<file path="src/rtl/vc_demux_rx_pkg.sv">
// Shared parameters, per-VC status bundle and flow-control state encoding.
// Latency: n/a (declarations only).
// Backpressure: n/a.
package vc_demux_rx_pkg;

    localparam int VC_NUM       = 4;
    localparam int WORD_W_DEF   = 4;
    localparam int DEPTH_DEF    = 4;
    localparam int PAUSE_TH_DEF = 3;
    localparam int CONT_TH_DEF  = 1;

    typedef enum logic {
        FC_RUN    = 1'b0,
        FC_PAUSED = 1'b1
    } fc_state_t;

    // Per-VC flags exported by each FIFO slice
    typedef struct packed {
        logic empty;
        logic full;
        logic pause;
        logic stb_pause;
        logic stb_continue;
        logic error;
    } vc_status_t;

endpackage

</file>
<file path="src/rtl/vc_rx_fifo.sv">
// One VC's word FIFO with occupancy counter, sticky overflow flag and pause/continue FSM.
// Latency: push visible in flags next cycle; head word is combinational from storage.
// Backpressure: none enforced; push into a full FIFO without a same-cycle pop is dropped and flagged.
module vc_rx_fifo
    import vc_demux_rx_pkg::*;
#(
    parameter int WORD_W   = WORD_W_DEF,
    parameter int DEPTH    = DEPTH_DEF,
    parameter int PAUSE_TH = PAUSE_TH_DEF,
    parameter int CONT_TH  = CONT_TH_DEF
) (
    input  logic              clk,
    input  logic              reset,
    input  logic              push,
    input  logic [WORD_W-1:0] push_word,
    input  logic              pop,
    output logic [WORD_W-1:0] head_word,
    output vc_status_t        status
);

    localparam int PTR_W = (DEPTH > 1) ? $clog2(DEPTH) : 1;
    localparam int OCC_W = $clog2(DEPTH + 1);

    logic [WORD_W-1:0] mem [DEPTH];
    logic [PTR_W-1:0]  wr_ptr;
    logic [PTR_W-1:0]  rd_ptr;
    logic [OCC_W-1:0]  occ;
    logic [OCC_W-1:0]  occ_nxt;
    logic              is_empty;
    logic              is_full;
    logic              do_push;
    logic              do_pop;
    logic              overflow;
    logic              err_q;
    logic              stb_pause_q;
    logic              stb_cont_q;
    fc_state_t         state;
    fc_state_t         state_nxt;

    assign is_empty  = (occ == '0);
    assign is_full   = (occ == OCC_W'(DEPTH));
    // A pop on a full FIFO frees the slot the same-cycle push will use
    assign do_pop    = pop && !is_empty;
    assign do_push   = push && (!is_full || do_pop);
    assign overflow  = push && is_full && !do_pop;
    assign head_word = mem[rd_ptr];

    // Occupancy after this edge, shared by the counter and the FSM thresholds
    always_comb begin
        occ_nxt = occ;
        if (do_push && !do_pop) begin
            occ_nxt = occ + 1'b1;
        end else if (!do_push && do_pop) begin
            occ_nxt = occ - 1'b1;
        end
    end

    // Word storage; contents need no reset because occupancy gates every read
    always_ff @(posedge clk) begin
        if (do_push) begin
            mem[wr_ptr] <= push_word;
        end
    end

    // Pointers wrap at DEPTH, occupancy tracks pushes/pops, overflow is sticky
    always_ff @(posedge clk) begin
        if (reset) begin
            wr_ptr <= '0;
            rd_ptr <= '0;
            occ    <= '0;
            err_q  <= 1'b0;
        end else begin
            if (do_push) begin
                wr_ptr <= (wr_ptr == PTR_W'(DEPTH - 1)) ? '0 : wr_ptr + 1'b1;
            end
            if (do_pop) begin
                rd_ptr <= (rd_ptr == PTR_W'(DEPTH - 1)) ? '0 : rd_ptr + 1'b1;
            end
            occ <= occ_nxt;
            if (overflow) begin
                err_q <= 1'b1;
            end
        end
    end

    // Flow-control next state: hysteresis between PAUSE_TH and CONT_TH
    always_comb begin
        state_nxt = state;
        case (state)
            FC_RUN:    if (occ_nxt >= OCC_W'(PAUSE_TH)) state_nxt = FC_PAUSED;
            FC_PAUSED: if (occ_nxt <= OCC_W'(CONT_TH))  state_nxt = FC_RUN;
            default:   state_nxt = FC_RUN;
        endcase
    end

    // State register; strobes are registered so they coincide with the pause edge
    always_ff @(posedge clk) begin
        if (reset) begin
            state       <= FC_RUN;
            stb_pause_q <= 1'b0;
            stb_cont_q  <= 1'b0;
        end else begin
            state       <= state_nxt;
            stb_pause_q <= (state == FC_RUN)    && (state_nxt == FC_PAUSED);
            stb_cont_q  <= (state == FC_PAUSED) && (state_nxt == FC_RUN);
        end
    end

    assign status.empty        = is_empty;
    assign status.full         = is_full;
    assign status.pause        = (state == FC_PAUSED);
    assign status.stb_pause    = stb_pause_q;
    assign status.stb_continue = stb_cont_q;
    assign status.error        = err_q;

endmodule

</file>
<file path="src/rtl/vc_demux_rx.sv">
// Deserialises an interleaved 4-VC bit stream into per-VC word FIFOs with a shared read port.
// Latency: word pushed on its last bit's edge; rd_data/rd_valid one cycle after rd_req.
// Backpressure: pause/stb_pause/stb_continue advisory per VC; overflow drops the word and sets error.
module vc_demux_rx
    import vc_demux_rx_pkg::*;
#(
    parameter int WORD_W   = WORD_W_DEF,
    parameter int DEPTH    = DEPTH_DEF,
    parameter int PAUSE_TH = PAUSE_TH_DEF,
    parameter int CONT_TH  = CONT_TH_DEF
) (
    input  logic              clk,
    input  logic              reset,
    input  logic              data_in,
    input  logic [1:0]        vc_id_in,
    input  logic              valid_in,
    input  logic              rd_req,
    input  logic [1:0]        rd_vc,
    output logic [WORD_W-1:0] rd_data,
    output logic              rd_valid,
    output logic [VC_NUM-1:0] empty,
    output logic [VC_NUM-1:0] full,
    output logic [VC_NUM-1:0] pause,
    output logic [VC_NUM-1:0] stb_pause,
    output logic [VC_NUM-1:0] stb_continue,
    output logic [VC_NUM-1:0] error
);

    // WORD_W must be at least 2: only the first WORD_W-1 bits need holding
    localparam int CNT_W = (WORD_W > 1) ? $clog2(WORD_W) : 1;

    logic [WORD_W-1:0] head [VC_NUM];

    genvar v;
    generate
        for (v = 0; v < VC_NUM; v++) begin : g_vc
            logic [WORD_W-2:0] shreg;
            logic [CNT_W-1:0]  bit_cnt;
            logic [WORD_W-1:0] word;
            logic              sel;
            logic              push;
            logic              pop;
            vc_status_t        status;

            assign sel  = valid_in && !reset && (vc_id_in == 2'(v));
            assign word = {shreg, data_in};
            assign push = sel && (bit_cnt == CNT_W'(WORD_W - 1));
            assign pop  = rd_req && !reset && (rd_vc == 2'(v));

            // Per-VC shift register and bit counter; reset discards any partial word
            always_ff @(posedge clk) begin
                if (reset) begin
                    shreg   <= '0;
                    bit_cnt <= '0;
                end else if (sel) begin
                    shreg   <= word[WORD_W-2:0];
                    bit_cnt <= push ? '0 : bit_cnt + 1'b1;
                end
            end

            vc_rx_fifo #(
                .WORD_W   (WORD_W),
                .DEPTH    (DEPTH),
                .PAUSE_TH (PAUSE_TH),
                .CONT_TH  (CONT_TH)
            ) u_fifo (
                .clk       (clk),
                .reset     (reset),
                .push      (push),
                .push_word (word),
                .pop       (pop),
                .head_word (head[v]),
                .status    (status)
            );

            assign empty[v]        = status.empty;
            assign full[v]         = status.full;
            assign pause[v]        = status.pause;
            assign stb_pause[v]    = status.stb_pause;
            assign stb_continue[v] = status.stb_continue;
            assign error[v]        = status.error;
        end
    endgenerate

    // Read port: register the selected head word; reads of an empty VC are ignored
    always_ff @(posedge clk) begin
        if (reset) begin
            rd_valid <= 1'b0;
            rd_data  <= '0;
        end else begin
            rd_valid <= rd_req && !empty[rd_vc];
            if (rd_req && !empty[rd_vc]) begin
                rd_data <= head[rd_vc];
            end
        end
    end

endmodule

</file>
<file path="config.mk">
export PLATFORM = sky130hd
export DESIGN_NAME = vc_demux_rx
export DESIGN_NICKNAME = d
export VERILOG_FILES = /design/src/rtl/vc_demux_rx_pkg.sv /design/src/rtl/vc_rx_fifo.sv /design/src/rtl/vc_demux_rx.sv
export SDC_FILE = /design/constraint.sdc
export NUM_CORES = 1
export LEC_CHECK = 0
export ABC_AREA = 1
export CAP_MARGIN = 10
export CORE_MARGIN = 3
export CORE_UTILIZATION = 51
export DETAILED_ROUTE_END_ITERATION = 6
export PLACE_DENSITY = 0.7
export SLEW_MARGIN = 20
export SYNTH_ARGS = -nofsm -noshare
export SYNTH_HDL_FRONTEND = slang
export SYNTH_SLANG_ARGS = --single-unit
</file>
<file path="constraint.sdc">
create_clock -name clk -period 5.79 [get_ports clk]
set_clock_uncertainty 0.2 [all_clocks]
set_input_delay 1.737 -clock clk [delete_from_list [all_inputs] [get_ports clk]]
set_output_delay 1.737 -clock clk [all_outputs]
set_load 0.01 [all_outputs]
</file>
# Yosys cells after proc, flatten, opt, wreduce, memory -nomap -nowiden

Memories as Yosys holds them, arrays and structs flattened. A register that Yosys moved wholly into a read port is not among the register bits.
Cells that the tools add are included.
Widths: inputs -> output; s select.

Reductions and logical operators: 75
Add/sub/neg operators: 20
$mul: 0
Mux-type cells: 53
$lt $le $gt $ge: 10
Bitwise logic cells: 9
Shift operators: 0
Equality and inequality tests: 22
Divide/modulo/power cells: 0

Operator list:

| kind                | number |
|---|---|
| $logic_and 1x1->1   | 47 |
| $mux 2              | 20 |
| $eq 2x2->1 const B  | 16 |
| $add 2x1->2 const B | 12 |
| $mux 3              | 8 |
| $logic_not 1->1     | 18 |
| $mux 1              | 17 |
| $add 3x1->3 const B | 4 |
| $eq 3x3->1 const B  | 4 |
| $ge 3x2->1 const B  | 4 |
| $le 3x1->1 const B  | 4 |
| $logic_not 3->1     | 4 |
| $sub 3x1->3 const B | 4 |
| $bmux 4 s2          | 1 |
| $mux 4              | 2 |
| $not 1->1           | 8 |
| $pmux 1 s2          | 4 |
| $eq 2x1->1 const B  | 2 |
| $logic_not 2->1     | 2 |
| $logic_or 1x1->1    | 4 |
| $ge 3x3->1 const B  | 1 |
| $lt 2x3->1 const B  | 1 |
| $not 2->3           | 1 |
| $bmux 1 s2          | 1 |

Memories: 4
Bits in writable memories: 64
Output and inout bits: 29
Bits in read-only memories: 0
Word-level logic and storage cells: 231
Latch bits: 0
Input port bits: 9
Register bits after elaboration: 69

Memories:

| memory             | depth | width | read ports | clocked after memory_dff | wr ports | line             | source |
|---|---|---|---|---|---|---|---|
| g_vc[0].u_fifo.mem | 4     | 4     | 1          | 1                        | 1        | vc_rx_fifo.sv:24 | `logic [WORD_W-1:0] mem [DEPTH];` |
| g_vc[1].u_fifo.mem | 4     | 4     | 1          | 1                        | 1        | vc_rx_fifo.sv:24 |  |
| g_vc[2].u_fifo.mem | 4     | 4     | 1          | 1                        | 1        | vc_rx_fifo.sv:24 |  |
| g_vc[3].u_fifo.mem | 4     | 4     | 1          | 1                        | 1        | vc_rx_fifo.sv:24 |  |

# Logic depth before layout (Yosys ltp)

Depth after elaboration: 15
Depth in mapped cells: 13
Gate-level depth less buffers: 13

# Cells and area by module

A second synthesis with hierarchy kept.

Cells, all modules: 694
Area, all modules: 6,536.3 um^2

By module, submodules not included:

| module                          | area an instance (um^2) | cells each | seq. area each (um^2) | times used |
|---|---|---|---|---|
| vc_rx_fifo (g_vc[1].u_fifo ...) | 1,316.3                 | 129        | 740.7                 | 3 |
| vc_rx_fifo (g_vc[0].u_fifo)     | 1,361.3                 | 130        | 740.7                 | 1 |
| vc_demux_rx                     | 1,226.2                 | 177        | 500.5                 | 1 |

# Least setup slack after synthesis

Ideal clock, no wire load.

Kind: input -> register
Start point: input reset
End point: memory g_vc[0].u_fifo.mem[0][0] (netlist bit), enable pin
Setup time: 329 ps
Stages on the path: 6
Buffers on the path: 1
Required time: 5,261 ps
Data arrival time: 2,617 ps
Path slack: 2,644 ps
Path through: buf_6 -> nor2_8 -> nand3_1 -> clkinv_1 -> nand2_1 -> nor2_1

Word-level cells in the longest chain between the ends: 8
Elaborated cells on any way between the ends: 11
Classes of those cells: mux: 2; reduce/logical: 9

RTL lines:

| what                             | line                                 | source |
|---|---|---|
| start: declaration               | vc_demux_rx.sv:13                    | `input logic reset,` |
| $logic_not 1->1 (*)              | vc_demux_rx.sv:45, vc_demux_rx.sv:48 |  |
| $logic_and 1x1->1 (2 in series)  | vc_demux_rx.sv:48                    | `assign pop = rd_req && !reset && (rd_vc == 2'(v));` |
| $logic_and 1x1->1                | vc_rx_fifo.sv:43                     | `assign do_pop = pop && !is_empty;` |
| $logic_or 1x1->1                 | vc_rx_fifo.sv:44                     | `assign do_push = push && (!is_full \|\| do_pop);` |
| $logic_and 1x1->1 (*)            | vc_rx_fifo.sv:44                     |  |
| $mux 1 (*)                       | vc_rx_fifo.sv:60                     | `if (do_push) begin` |
| $mux 1 (not written as such) (*) | vc_rx_fifo.sv:61                     | `mem[wr_ptr] <= push_word;` |
| end: declaration                 | vc_rx_fifo.sv:24                     |  |

Mark *: on every way between the ends. The rest lies on a longest branch, timed or not.

# Worst setup path in the final report

Start point: register g_vc[2].u_fifo.occ[0]
End point: output empty[2]

Word-level cells in the longest chain between the ends: 1

RTL lines:

| what                     | line              | source |
|---|---|---|
| start: declaration       | vc_rx_fifo.sv:27  | `logic [OCC_W-1:0] occ;` |
| start signal: assignment | vc_rx_fifo.sv:79  | `occ <= occ_nxt;` |
| $logic_not 3->1          | vc_rx_fifo.sv:40  | `assign is_empty = (occ == '0);` |
| end: declaration         | vc_demux_rx.sv:21 | `output logic [VC_NUM-1:0] empty,` |

No other way between the ends.

==> qor.csv <==
metric,value,unit
Final Critical Period,3820,ps
HPWL Detailed,9.59,mm
top_reg_cell synth,dfxtp_1,
number of global-route vias before repair,4610,
"area leader, netlist",edfxtp_1,
die width,120,um
Row Count,40,
measured slew at the worst slew-check pin,854,ps
layout cells sized above 1,12.2,%
max-cap viol count,0,
Final ANT Viol Nets,0,
Core ar.,12400,um^2
DR iter-0 viols,299,
TritonCTS Buffers,17,
post-synth top area share,29.0,%
cell area after synthesis,6620,um^2
synthesis-stage register bit count,141,
setup repair bufs after CTS,0,
total wire length,13.3,mm
highest routed layer,met4,
Pleak,3.07,nW
first-pass GRT wire length,22.2,mm
"most used cell, CP",inv_1,
die area,14400,um^2
GP Congestion,0.824,
Syn Area/Cell,9.45,um^2
CTS tree,done,
status,finished clean,
starting density of the core,53.6,%
RSZ-0062 raised after global routing,no,
Root Driver,clkbuf_16,
maximum buffer depth of the clock tree,2,
fin area,7530,um^2
critical path peak fanout,4,
f_max,0.262,GHz
Final #Nets,767,
CP bufs+invs,3,
met3 routed WL,633,um
final slew viol count,0,
PostCTS Resize Cnt,0,
Port Buf Inserts,37,
later-pin clock latency in the skew report,410,ps
Final period util,66.0,%
drt wl/cell,14.7,um
setup TNS,0,ps
GRT Residual Overflow,0,
Max rail drop VDD,0.175,mV
met2 wire length,6.34,mm
metal1 wirelength,6.09,mm
Post-synth EDFFs,64,
Worst slew margin,42.9,%
yosys warns,0,
Final Hold Viols,0,
final hold slack,276,ps
I/O pin count,38,
Die Ht,120,um
Hold Path Class,register to register,
pwr dens,282,nW/um^2
cell breakdown of the critical path,inv_1 > ha_1 > inv_1 > nor2_4 > clkdlybuf4s50_1,
clk sinks,141,
Setup CP Type,register to output pin,
final setup violation count,0,
max incr delay on CP,590,ps
TritonRoute pass-1 iters,5,
Via Count,4642,
Worst setup EP type,output pin,
"Reg clk slew, reported paths",60,ps
crit start category,register,
Post-CTS Hold Buffers,0,
fillcell total,1019,
post-synth net total,746,
Synth area leaders,"edfxtp_1 (29%), dfxtp_1 (23%), ha_1 (6.8%)",
largest net degree at the start of global routing,41,
Critical Path RT,3850,ps
Crit-path slowest cell,clkdlybuf4s50_1,
H-tree levels,4,
drc violations,0,
WP data arrival,1880,ps
Yosys cell types,37,
Antenna diodes,0,
Placement Cell Area,6970,um^2
asr flop ratio synth,0,%
Top delay family on crit path,buffers and inverters,
Tot GR Track Use,19.4,%
initial antenna violation count,0,
post-synthesis sequential area ratio,52.3,%
area grow syn2layout,13.7,%
register area,3460,um^2
DR vias/cell,5.14,
Synth Instances,701,
multi-input logic area,2610,um^2
flip-flops by register name (all words and copies together), names as in the netlist, named ones only:
signal,count
g_vc.u_fifo.mem,64
g_vc.shreg,12
g_vc.u_fifo.occ,12
g_vc.bit_cnt,8
g_vc.u_fifo.rd_ptr,8
g_vc.u_fifo.wr_ptr,8
g_vc.u_fifo.err_q,4
g_vc.u_fifo.state,4
g_vc.u_fifo.stb_cont_q,4
g_vc.u_fifo.stb_pause_q,4
rd_data,4
rd_valid,1
layout by cell type, fill, tap and decap left out, types with 5 or more instances in the layout:
| master | synthesis | layout |
|---|---|---|
| xnor2_1 | 5 | 5 |
| edfxtp_1 | 64 | 64 |
| nor2_1 | 115 | 115 |
| nand3_1 | 16 | 16 |
| o211a_1 | 8 | 8 |
| clkdlybuf4s50_1 | 0 | 36 |
| nor2_4 | 5 | 5 |
| o22ai_1 | 16 | 16 |
| clkbuf_16 | 0 | 17 |
| inv_1 | 71 | 71 |
| nand3_2 | 6 | 6 |
| dfxtp_1 | 77 | 77 |
| clkinv_4 | 2 | 6 |
| ha_1 | 36 | 36 |
| a21oi_1 | 20 | 20 |
| o21ai_1 | 6 | 6 |
| nand2_2 | 9 | 9 |
| nand2_4 | 6 | 6 |
| nand2_1 | 92 | 92 |
| inv_2 | 8 | 8 |
| o21ai_0 | 62 | 62 |
| a211oi_1 | 5 | 5 |
power by group:
part	internal (mW)	leakage, nW	switching, mW
Sequential	1.04	1.21	0.00737
Combinational	0.0207	1.59	0.0409
Clock	0.603	0.271	0.410
Total	1.67	3.07	0.459
logic make-up after synthesis:
| group | synth area share (%) |
|---|---|
| flip-flops | 52.3 |
| XOR/XNOR | 1.06 |
| buffers and inverters | 8.37 |
| adder cells (fa/ha/maj) | 6.80 |
| AND/OR/NAND/NOR | 19.7 |
| AO/OA/AOI/OAI | 11.7 |
worst min-delay path: cells and delay by family (launching register included):
family / cells / cell delay (ps)
simple gates: 2 / 120
flops: 1 / 320
worst paths after layout:
check,from,end,slack (ps),depth (start not counted)
min,g_vc[1].u_fifo.state,g_vc[1].u_fifo.stb_cont_q,280,2
max,g_vc[2].u_fifo.occ[0],empty[2],1970,5
min reg2reg,g_vc[1].u_fifo.state,g_vc[1].u_fifo.stb_cont_q,280,2
max reg2reg,g_vc[1].u_fifo.occ[0],rd_data[0],3680,8
layer usage:
| layer | up-vias | GRT usage (%) |
|---|---|---|
| met4 | 0 | 6.87 |
| met3 | 19 | 4.62 |
| met5 | - | 0 |
| met1 | 2171 | 24.4 |
| li1 | 2347 | - |
| met2 | 105 | 32.5 |
layout make-up:
type | instances | area share [%]
Clock buffer | 19 | 5.88
Clock inverter | 13 | 1.54
Inverter | 83 | 4.27
Multi-Input combinational cell | 441 | 34.6
Sequential cell | 141 | 46.0
Tap cell | 168 | 2.79
Timing Repair Buffer | 38 | 4.95
Yosys cell counts, types with 4 or more instances:
cell	number
nand3_2	6
dfxtp_1	77
inv_2	8
o21ai_1	6
nand2_4	6
a21oi_1	20
ha_1	36
nand3_1	16
a21oi_2	4
a31oi_1	4
nor2_4	5
o22ai_1	16
a211oi_1	5
nand2_1	92
inv_1	71
nor2_2	4
clkbuf_1	11
xnor2_1	5
o21ai_0	62
edfxtp_1	64
nand2_2	9
nor2_1	115
buf_4	24
o211a_1	8
stage by stage:
stage / total power [mW] / util, % / worst slack (ps) / instances
final: 2.13 / 60.9 / 1970 / 903
after global routing: 2.19 / 60.9 / 1760 / 903
after CTS: 2.14 / 60.9 / 1940 / 903
after detailed placement: 1.13 / 56.4 / 1550 / 871
after global placement: 1.13 / 56.4 / 1670 / 871
after floorplan: 1.11 / - / 2640 / 701
(Power assumes the default switching activity.)
